$ cat src/rtl/serial_bus_master.sv
// Serial bus master: shifts address and write data out LSB first, shifts read
// data in LSB first, and waits a bounded number of cycles for each slave ACK.
module serial_bus_master #(
   parameter int ADDR_W      = 16,
   parameter int DATA_W      = 8,
   parameter int ACK_TIMEOUT = 4
) (
   input  logic              CLK,
   input  logic              RST,
   input  logic              M_VALID,
   input  logic              M_RW,
   input  logic [ADDR_W-1:0] M_ADDR,
   input  logic [DATA_W-1:0] M_WDATA,
   output logic              M_READY,
   output logic              M_DONE,
   output logic              M_ERR,
   output logic [DATA_W-1:0] M_RDATA,
   output logic              AD_SEL,
   output logic              B_RW,
   output logic              B_BUS_OUT,
   input  logic              B_BUS_IN,
   input  logic              B_ACK,
   input  logic              B_SBSY
);

   localparam int MAX_W = (ADDR_W > DATA_W) ? ADDR_W : DATA_W;
   localparam int CNT_W = (MAX_W > 1) ? $clog2(MAX_W) : 1;
   localparam int WC_W  = $clog2(ACK_TIMEOUT + 1);

   localparam logic [CNT_W-1:0] ADDR_LAST = CNT_W'(ADDR_W - 1);
   localparam logic [CNT_W-1:0] DATA_LAST = CNT_W'(DATA_W - 1);
   localparam logic [WC_W-1:0]  WAIT_LAST = WC_W'(ACK_TIMEOUT - 1);

   typedef enum logic [2:0] {
      S_IDLE,
      S_ADDR,
      S_ACK_A,
      S_WDATA,
      S_ACK_W,
      S_RDATA
   } state_t;

   state_t            state, state_nx;
   logic [CNT_W-1:0]  cnt, cnt_nx;
   logic [WC_W-1:0]   wcnt, wcnt_nx;
   logic              done_nx, err_nx;
   logic              accept, rd_last;
   logic [ADDR_W-1:0] addr_q;
   logic [DATA_W-1:0] wd_q;
   logic [DATA_W-1:0] rd_q;
   logic              rw_q;
   logic              sbsy_unused;

   assign sbsy_unused = B_SBSY;

   always_ff @(posedge CLK) begin
      if (RST) begin
         state  <= S_IDLE;
         cnt    <= '0;
         wcnt   <= '0;
         M_DONE <= 1'b0;
         M_ERR  <= 1'b0;
      end else begin
         state  <= state_nx;
         cnt    <= cnt_nx;
         wcnt   <= wcnt_nx;
         M_DONE <= done_nx;
         M_ERR  <= err_nx;
      end
   end

   always_comb begin
      state_nx = state;
      cnt_nx   = cnt;
      wcnt_nx  = wcnt;
      done_nx  = 1'b0;
      err_nx   = 1'b0;
      accept   = 1'b0;
      rd_last  = 1'b0;
      unique case (state)
         S_IDLE: begin
            if (M_VALID) begin
               accept   = 1'b1;
               state_nx = S_ADDR;
               cnt_nx   = '0;
            end
         end
         S_ADDR: begin
            if (cnt == ADDR_LAST) begin
               state_nx = S_ACK_A;
               cnt_nx   = '0;
               wcnt_nx  = '0;
            end else begin
               cnt_nx = cnt + CNT_W'(1);
            end
         end
         S_ACK_A, S_ACK_W: begin
            // An ACK in the final wait cycle beats the timeout
            if (B_ACK) begin
               wcnt_nx = '0;
               cnt_nx  = '0;
               if (state == S_ACK_W) begin
                  done_nx  = 1'b1;
                  state_nx = S_IDLE;
               end else begin
                  state_nx = rw_q ? S_WDATA : S_RDATA;
               end
            end else if (wcnt == WAIT_LAST) begin
               err_nx   = 1'b1;
               wcnt_nx  = '0;
               state_nx = S_IDLE;
            end else begin
               wcnt_nx = wcnt + WC_W'(1);
            end
         end
         S_WDATA: begin
            if (cnt == DATA_LAST) begin
               state_nx = S_ACK_W;
               cnt_nx   = '0;
               wcnt_nx  = '0;
            end else begin
               cnt_nx = cnt + CNT_W'(1);
            end
         end
         S_RDATA: begin
            if (cnt == DATA_LAST) begin
               rd_last  = 1'b1;
               done_nx  = 1'b1;
               cnt_nx   = '0;
               state_nx = S_IDLE;
            end else begin
               cnt_nx = cnt + CNT_W'(1);
            end
         end
         default: state_nx = S_IDLE;
      endcase
   end

   // Address and write data shift out from bit 0; read data shifts in at the top
   always_ff @(posedge CLK) begin
      if (RST) begin
         addr_q  <= '0;
         wd_q    <= '0;
         rd_q    <= '0;
         rw_q    <= 1'b0;
         M_RDATA <= '0;
      end else begin
         if (accept) begin
            addr_q <= M_ADDR;
            wd_q   <= M_WDATA;
            rw_q   <= M_RW;
         end
         if (state == S_ADDR) begin
            addr_q <= addr_q >> 1;
         end
         if (state == S_WDATA) begin
            wd_q <= wd_q >> 1;
         end
         if (state == S_RDATA) begin
            rd_q <= {B_BUS_IN, rd_q[DATA_W-1:1]};
         end
         if (rd_last) begin
            M_RDATA <= {B_BUS_IN, rd_q[DATA_W-1:1]};
         end
      end
   end

   always_comb begin
      M_READY   = (state == S_IDLE);
      AD_SEL    = (state == S_ADDR);
      B_RW      = (state != S_IDLE) && rw_q;
      B_BUS_OUT = 1'b0;
      if (state == S_ADDR) begin
         B_BUS_OUT = addr_q[0];
      end else if (state == S_WDATA) begin
         B_BUS_OUT = wd_q[0];
      end
   end

endmodule

$ cat config.mk
export PLATFORM = sky130hd
export DESIGN_NAME = serial_bus_master
export DESIGN_NICKNAME = d
export VERILOG_FILES = /design/src/rtl/serial_bus_master.sv
export SDC_FILE = /design/constraint.sdc
export NUM_CORES = 1
export LEC_CHECK = 0
export CORE_ASPECT_RATIO = 2
export CORE_MARGIN = 2
export CORE_UTILIZATION = 55
export CTS_BUF_LIST = sky130_fd_sc_hd__clkbuf_2 sky130_fd_sc_hd__clkbuf_4 sky130_fd_sc_hd__clkbuf_8
export DETAILED_ROUTE_END_ITERATION = 10
export DONT_BUFFER_PORTS = 1
export HOLD_SLACK_MARGIN = 0.1
export PLACE_DENSITY = 0.7
export SLEW_MARGIN = 20
export SYNTH_ARGS = -nofsm -noshare
export SYNTH_HDL_FRONTEND = slang
export SYNTH_SLANG_ARGS = --single-unit
$ cat constraint.sdc
create_clock -name CLK -period 2.2 [get_ports CLK]
set_clock_uncertainty 0.2 [all_clocks]
set_input_delay 0.44 -clock CLK [delete_from_list [all_inputs] [get_ports CLK]]
set_output_delay 0.44 -clock CLK [all_outputs]
set_load 0.005 [all_outputs]
==> out/results.env, run 1 <==
TIMING.CRITICAL_PATH.FANOUT_MAX=17
TOTAL_CTS_BUFFERS=5
DRT_DRC_VIOLATIONS_LEFT=0
WORSTHOLDPATHTYPE='in2reg'
FIRST_PASS_GRT_WIRE_LENGTH_UM=7810
DIE_WIDTH_UM=50.7
DRT-WIRELENGTH-PER-CELL_UM=14.0
ROUTED_VIA_DENSITY=5.74
WL_MET1_UM=2030
START_UTIL_PCT=56.5
LAYOUT_COMMONEST_CELL='sky130_fd_sc_hd__dfxtp_1'
SLOWEST_STAGE='sky130_fd_sc_hd__dfxtp_1'
ANT_NETS=0
CRITICAL_PATH.TOP_DELAY_FAMILY='buffers and inverters'
LAYOUT-DRIVE-GT1-SHARE_PCT=12.5
NETLIST_TOP_CELLS_AREA='sky130_fd_sc_hd__dfxtp_1, sky130_fd_sc_hd__mux2i_1, sky130_fd_sc_hd__nor2_1, sky130_fd_sc_hd__a211oi_1, sky130_fd_sc_hd__nand2_1'
SYN_INST=262
INITIALDRTVIOLATIONCOUNT=38
FINALCRITPERIODSHARE_PCT=95.9
FINAL_CRITICAL_PATH_SETUP_SLACK_PS=90.7
YOSYSTOPAREACELLSHARE_PCT=43.3
NETLIST.TOP_CELL.BY_AREA='sky130_fd_sc_hd__dfxtp_1'
TIMING_HOLD_VIOLATIONS_FINAL=0
GRT_ANTENNA_BEFORE_REPAIR=0
NUMPORTBUFFERS=0
RUN_STATUS='finished clean'
CPPEAKSTAGEDELAY_PS=390
RSZ0062_AT_GRT='no'
TIMING_WORST_SETUP_PATH_TYPE='reg2out'
CP_DATA_ARRIVAL_TIME_PS=1470
NUM-NETS-FINAL=297
GP_CONGESTION=0.911
GR-USAGE-ALL-LAYERS_PCT=19.7
SYNTH-MAIN-FF-CELL='sky130_fd_sc_hd__dfxtp_1'
POWER.LEAKAGE_uW=0.00101
WORST_SETUP_HOLD_PATH_CLK_SLEW_PS=90
SYNTH_FP_NETS=295
MAX_CAP_VIOLATIONS=0
GRT_OVERFLOW=0
HIGHEST_LAYER='met4'
DIE_AREA_UM2=4950
SYNTH_ENABLE_FLOP_CELLS=0
CTS-HTREE-LEVELS=2
POWER_PER_CELL_AREA_nW_PER_UM2=778
FLOORPLAN.CORE_AREA_UM2=4250
CP_DATA_REQUIRED_TIME_PS=1560
SYN_AVG_CELL_AREA_UM2=9.17
YS_SEQ_AREA_SHARE_PCT=43.3
CTS_SINKS=52
CTS_TREE='yes'
WORST_SLEW_MARGIN_REL_PCT=67.9
CPMOSTUSEDCELL='sky130_fd_sc_hd__buf_4'
VIAS_IN_THE_FIRST_GLOBAL_ROUTE=1771
ASYNC_FLOP_SHARE_PCT=0
SYN-CELL-AREA_UM2=2400
SYNTH.FF_LATCH_COUNT=52
POSTROUTEWIRELENGTH_UM=4480
CLOCK_TREE_ROOT_DRIVER_CELL='sky130_fd_sc_hd__clkbuf_8'
TIMING.SETUP.TNS_PS=0
TIMING.CRITICAL_PATH.BUF_INV=2
DR_TOTAL_VIAS=1831
STARTPOINT_TYPE='register'
YOSYSWARNINGCOUNT=0
FIRST_PASS_ITERS=4
DIE_H_UM=97.5
TOP_LEVEL_PORTS=45
DP_SLACK_PS=283
TIGHTESTPINTRANSITION_PS=478
FINAL.MIN_CLOCK_PERIOD_PS=2110
MET2_WIRELENGTH_UM=2170
MAX_FREQ_MHz=474
SEQUENCE_OF_CELLS_ON_THE_CRITICAL_PATH='buf_4, nor3_2, buf_4'
GRT_MAX_DEGREE=52
SYNTHTOLAYOUTAREAGROWTH_PCT=8.75
SETUP_VIOL_COUNT_FINAL=0
DRV_SLEW=0
POWER.IR.VDD_WORST_V=0.000587
NUM_ANTENNA_CELLS=0
FINAL_CELL_MIX='sky130_fd_sc_hd__dfxtp_1, sky130_fd_sc_hd__nor2_1, sky130_fd_sc_hd__mux2i_1, sky130_fd_sc_hd__nand2_1, sky130_fd_sc_hd__a211oi_1'
CRITPATHCAPTURETYPE='primary output'
YOSYSUNIQUECELLTYPES=43
MAX_BUFFERS_ROOT_TO_SINK=2
PLACE.DETAILED.HPWL_UM=3120
CORE.ROWCOUNT=34
CLOCK_LATENCY_PS=300
WL_MET3_UM=203
==> power by group <==
| part | internal (µW) | switching [µW] | leakage (µW) | total [µW] |
|---|---|---|---|---|
| clock | 337 | 307 | 0.0000541 | 643 |
| combinational | 148 | 179 | 0.000531 | 327 |
| sequential | 1010 | 50.6 | 0.000426 | 1060 |
| total | 1500 | 536 | 0.00101 | 2030 |
==> area by class of cell <==
type | count | area, µm²
clock buffers | 5 | 68.8
clock inverters | 3 | 42.5
fillers | 382 | 1640
inverters | 6 | 22.5
multi-input cells | 184 | 1230
flip-flops and latches | 52 | 1040
well taps | 54 | 67.6
repair buffers | 15 | 138
==> cells in the mapped netlist (3+ instances only) <==
cell type                  instances
sky130_fd_sc_hd__a311oi_1          5
sky130_fd_sc_hd__nand3_1           3
sky130_fd_sc_hd__a211oi_1         16
sky130_fd_sc_hd__nand2_1          20
sky130_fd_sc_hd__dfxtp_1          52
sky130_fd_sc_hd__mux2i_1          35
sky130_fd_sc_hd__buf_2             7
sky130_fd_sc_hd__nor2_1           43
sky130_fd_sc_hd__o21ai_0           6
sky130_fd_sc_hd__a21oi_1           9
sky130_fd_sc_hd__inv_1             5
sky130_fd_sc_hd__nor3_1            6
sky130_fd_sc_hd__a311oi_2          3
sky130_fd_sc_hd__clkbuf_1          8
sky130_fd_sc_hd__or2_2             3
sky130_fd_sc_hd__buf_6             3
sky130_fd_sc_hd__nand2b_1          6
==> path summary, 6_finish.rpt <==
kind / from / endpoint / slack (ps) / cells past startpoint
max: state[2] / AD_SEL / 90 / 3
min: RST / state[2] / 110 / 2
max reg2reg: state[1] / wd_q[1] / 340 / 4
min reg2reg: wcnt[2] / wcnt[2] / 260 / 2
==> through the flow <==
step / utilization (%) / hold slack, ps / cell area, µm² / power [µW] / instances
6_report: 61.4 / 115 / 2610 / 2030 / 319
5_1_grt: 61.4 / 119 / 2610 / 2140 / 319
4_1_cts: 61.4 / 106 / 2610 / 2060 / 319
3_5_place_dp: 57.1 / 243 / 2430 / 1380 / 305
3_3_place_gp: 57.1 / 236 / 2430 / 1370 / 305
2_1_floorplan: - / 222 / 2400 / 1350 / 262
==> metal layers <==
metal	up-vias	GRT usage, %
li1	929	-
met1	857	24.9
met2	38	31.9
met3	7	4.31
met4	0	8.32
met5	-	0
==> logic make-up after synthesis <==
group | after synthesis | share of synthesized area [%]
flip-flops | 52 | 43.3
adder cells (fa/ha/maj) | 2 | 1.04
multiplexers | 35 | 14.6
XOR/XNOR | 1 | 0.364
AND/OR/NAND/NOR | 94 | 18.2
buffers and inverters | 26 | 5.67
AO/OA/AOI/OAI | 52 | 16.9
==> registers in the layout, indices dropped and copies added, names as in the netlist <==
name and count:
wd_q 8, M_RDATA 8, M_DONE 1, rw_q 1, wcnt 3, state 3, M_ERR 1, cnt 4
addr_q 16, rd_q 7
==> what timing repair did <==
action,CTS,global route
buffers inserted,0,0
endpoints found under the hold margin,51,0
setup endpoints to repair,0,2
hold buffers,6,0
resized for setup,0,2
No activity file was read; power rests on OpenSTA's default activity.
==> run 2: changes to the inputs <==
--- a/config.mk
+++ b/config.mk
@@ -12,7 +12,7 @@
 export DETAILED_ROUTE_END_ITERATION = 10
 export DONT_BUFFER_PORTS = 1
 export HOLD_SLACK_MARGIN = 0.1
-export PLACE_DENSITY = 0.7
+export PLACE_DENSITY_LB_ADDON = 0.15
 export SLEW_MARGIN = 20
 export SYNTH_ARGS = -nofsm -noshare
 export SYNTH_HDL_FRONTEND = slang
==> run 2 against run 1 <==
Via count down 1.9%; global-route usage down 0.099 points; utilization down 0.35 points; flip-flop and latch count unchanged; first-iteration DRC count unchanged; register-to-register slack about the same; combinational power about the same; non-clock buffer count down 2; power down 0.48%; largest cell class unchanged.
==> out/results.env, run 2 (same netlist as run 1, synthesis figures left out) <==
RUN_STATUS='finished clean'
POSTCTSSETUPBUFFERS=0
NUM-NETS-FINAL=295
GRT_MAX_DEGREE=52
MAX_CAP_VIOLATIONS=0
FILLER_CELLS=394
START_UTIL_PCT=56.5
FINALCOREUTILIZATION_PCT=61.1
CP_DATA_REQUIRED_TIME_PS=1560
INITIALDRTVIOLATIONCOUNT=38
CLOCK_LATENCY_PS=300
FINAL.MIN_CLOCK_PERIOD_PS=1990
RSZ0062_AT_GRT='no'
TIMING.SETUP.TNS_PS=0
TIMING.CRITICAL_PATH.FANOUT_MAX=17
GRT_OVERFLOW=0
ANT_NETS=0
POSTROUTEWIRELENGTH_UM=4470
LARGEST_REGISTERS='addr_q: 16 flops, M_RDATA: 8 flops, wd_q: 8 flops'
WORST_SLEW_MARGIN_REL_PCT=66.4
DIE_WIDTH_UM=50.7
TIMING_HOLD_VIOLATIONS_FINAL=0
CP_DATA_ARRIVAL_TIME_PS=1350
FIRST_PASS_ITERS=4
GRT_ANTENNA_BEFORE_REPAIR=0
MAX_BUFFERS_ROOT_TO_SINK=2
DIE_AREA_UM2=4950
MULTIINPUTGATEAREA_UM2=1230
LAYOUT_COMMONEST_CELL='sky130_fd_sc_hd__dfxtp_1'
CORE.ROWCOUNT=34
PLACE.DETAILED.HPWL_UM=3060
LARGEST_REGISTER='addr_q'
DIE_H_UM=97.5
TOP_LEVEL_PORTS=45
CTS_TREE='yes'
CTS-HTREE-LEVELS=2
SEQUENCE_OF_CELLS_ON_THE_CRITICAL_PATH='inv_2, nor3_2, buf_4'
DR_TOTAL_VIAS=1796
CPPEAKSTAGEDELAY_PS=450
SETUP_VIOL_COUNT_FINAL=0
SLOWEST_STAGE='sky130_fd_sc_hd__dfxtp_2'
CRITPATHCAPTURETYPE='primary output'
LAYOUT-DRIVE-GT1-SHARE_PCT=11.8
WORSTHOLDPATHTYPE='in2reg'
SYNTHTOLAYOUTAREAGROWTH_PCT=8.12
DRT-WIRELENGTH-PER-CELL_UM=14.1
POWER.LEAKAGE_uW=0.00100
LARGEST_REGISTER_FFS=16
DRT_DRC_VIOLATIONS_LEFT=0
GR-USAGE-ALL-LAYERS_PCT=19.6
CTS_SINKS=52
TOTAL_CTS_BUFFERS=5
MAX_FREQ_MHz=502
DRV_SLEW=0
NUMPORTBUFFERS=0
VIAS_IN_THE_FIRST_GLOBAL_ROUTE=1706
FINAL_CELL_MIX='sky130_fd_sc_hd__dfxtp_1, sky130_fd_sc_hd__nor2_1, sky130_fd_sc_hd__mux2i_1, sky130_fd_sc_hd__nand2_1, sky130_fd_sc_hd__a211oi_1'
ROUTED_VIA_DENSITY=5.67
WORST_SETUP_HOLD_PATH_CLK_SLEW_PS=90
POWER_PER_CELL_AREA_nW_PER_UM2=778
GP_CONGESTION=0.779
POWER.IR.VDD_WORST_V=0.000718
FLOORPLAN.CORE_AREA_UM2=4250
TIMING_WORST_SETUP_PATH_TYPE='reg2out'
FINALCRITPERIODSHARE_PCT=90.6
STARTPOINT_TYPE='register'
CLOCK_TREE_ROOT_DRIVER_CELL='sky130_fd_sc_hd__clkbuf_8'
FIRST_PASS_GRT_WIRE_LENGTH_UM=7600
FINAL-SEQ-AREA_UM2=1040
NUM_ANTENNA_CELLS=0
TIGHTESTPINTRANSITION_PS=501
==> run 2: cell types whose count changed in the layout (fill, tap and decap cells not counted) <==
| cell | change |
|---|---|
| sky130_fd_sc_hd__buf_4 | -2 |
==> run 2: report_power, final <==
| group | total [µW] | switching [µW] | leakage [µW] | internal (µW) |
|---|---|---|---|---|
| Sequential | 1060 | 46.6 | 0.000426 | 1010 |
| Combinational | 325 | 180 | 0.000521 | 145 |
| Clock | 639 | 303 | 0.0000541 | 337 |
| Total | 2020 | 530 | 0.00100 | 1490 |
==> run 2: cell type report <==
type	count	area share, %
clock buffer	5	2.65
clock inverter	3	1.64
inverter	6	0.867
multi-input combinational	184	47.4
sequential	52	40.2
tap	54	2.60
timing repair buffer	13	4.72
==> run 2: per-layer routing <==
layer | track usage [%] | routed length, µm | vias to the layer above | share of wire (%)
met5 | 0 | 0 | - | 0
met4 | 9.56 | 95 | 0 | 2.1
met3 | 4.00 | 191 | 6 | 4.3
met2 | 33.5 | 2250 | 31 | 50
met1 | 22.6 | 1940 | 838 | 43
li1 | - | - | 921 | -
==> run 2: worst max-delay path: cells and delay by family, from the launching register on <==
| family | cells | cell delay, ps |
|---|---|---|
| DFF | 1 | 450 |
| buffers and inverters | 2 | 430 |
| and+or+nand+nor | 1 | 170 |
==> run 2: timing repair <==
item / in CTS / in global routing
resized for setup: 0 / 2
hold endpoints to repair: 51 / 0
endpoints found under the setup margin: 0 / 2
hold buffers: 6 / 0
==> run 2: metrics by stage <==
step / total power [µW] / hold slack [ps] / setup slack (ps) / instance area [µm²] / instances
after floorplan: 1350 / 222 / 387 / 2400 / 262
after global placement: 1370 / 230 / 356 / 2410 / 303
after detailed placement: 1380 / 235 / 323 / 2410 / 303
after CTS: 2050 / 112 / 40.3 / 2600 / 317
after global routing: 2130 / 104 / 70.2 / 2600 / 317
final: 2020 / 111 / 207 / 2600 / 317
==> run 2: worst paths after layout <==
| kind | start | end | slack [ps] | cells after the start |
|---|---|---|---|---|
| worst min register to register | wcnt[2] | wcnt[2] | 240 | 2 |
| worst min-delay path | RST | state[2] | 110 | 2 |
| worst max register to register | state[1] | cnt[0] | 350 | 5 |
| worst max-delay path | state[0] | AD_SEL | 210 | 3 |
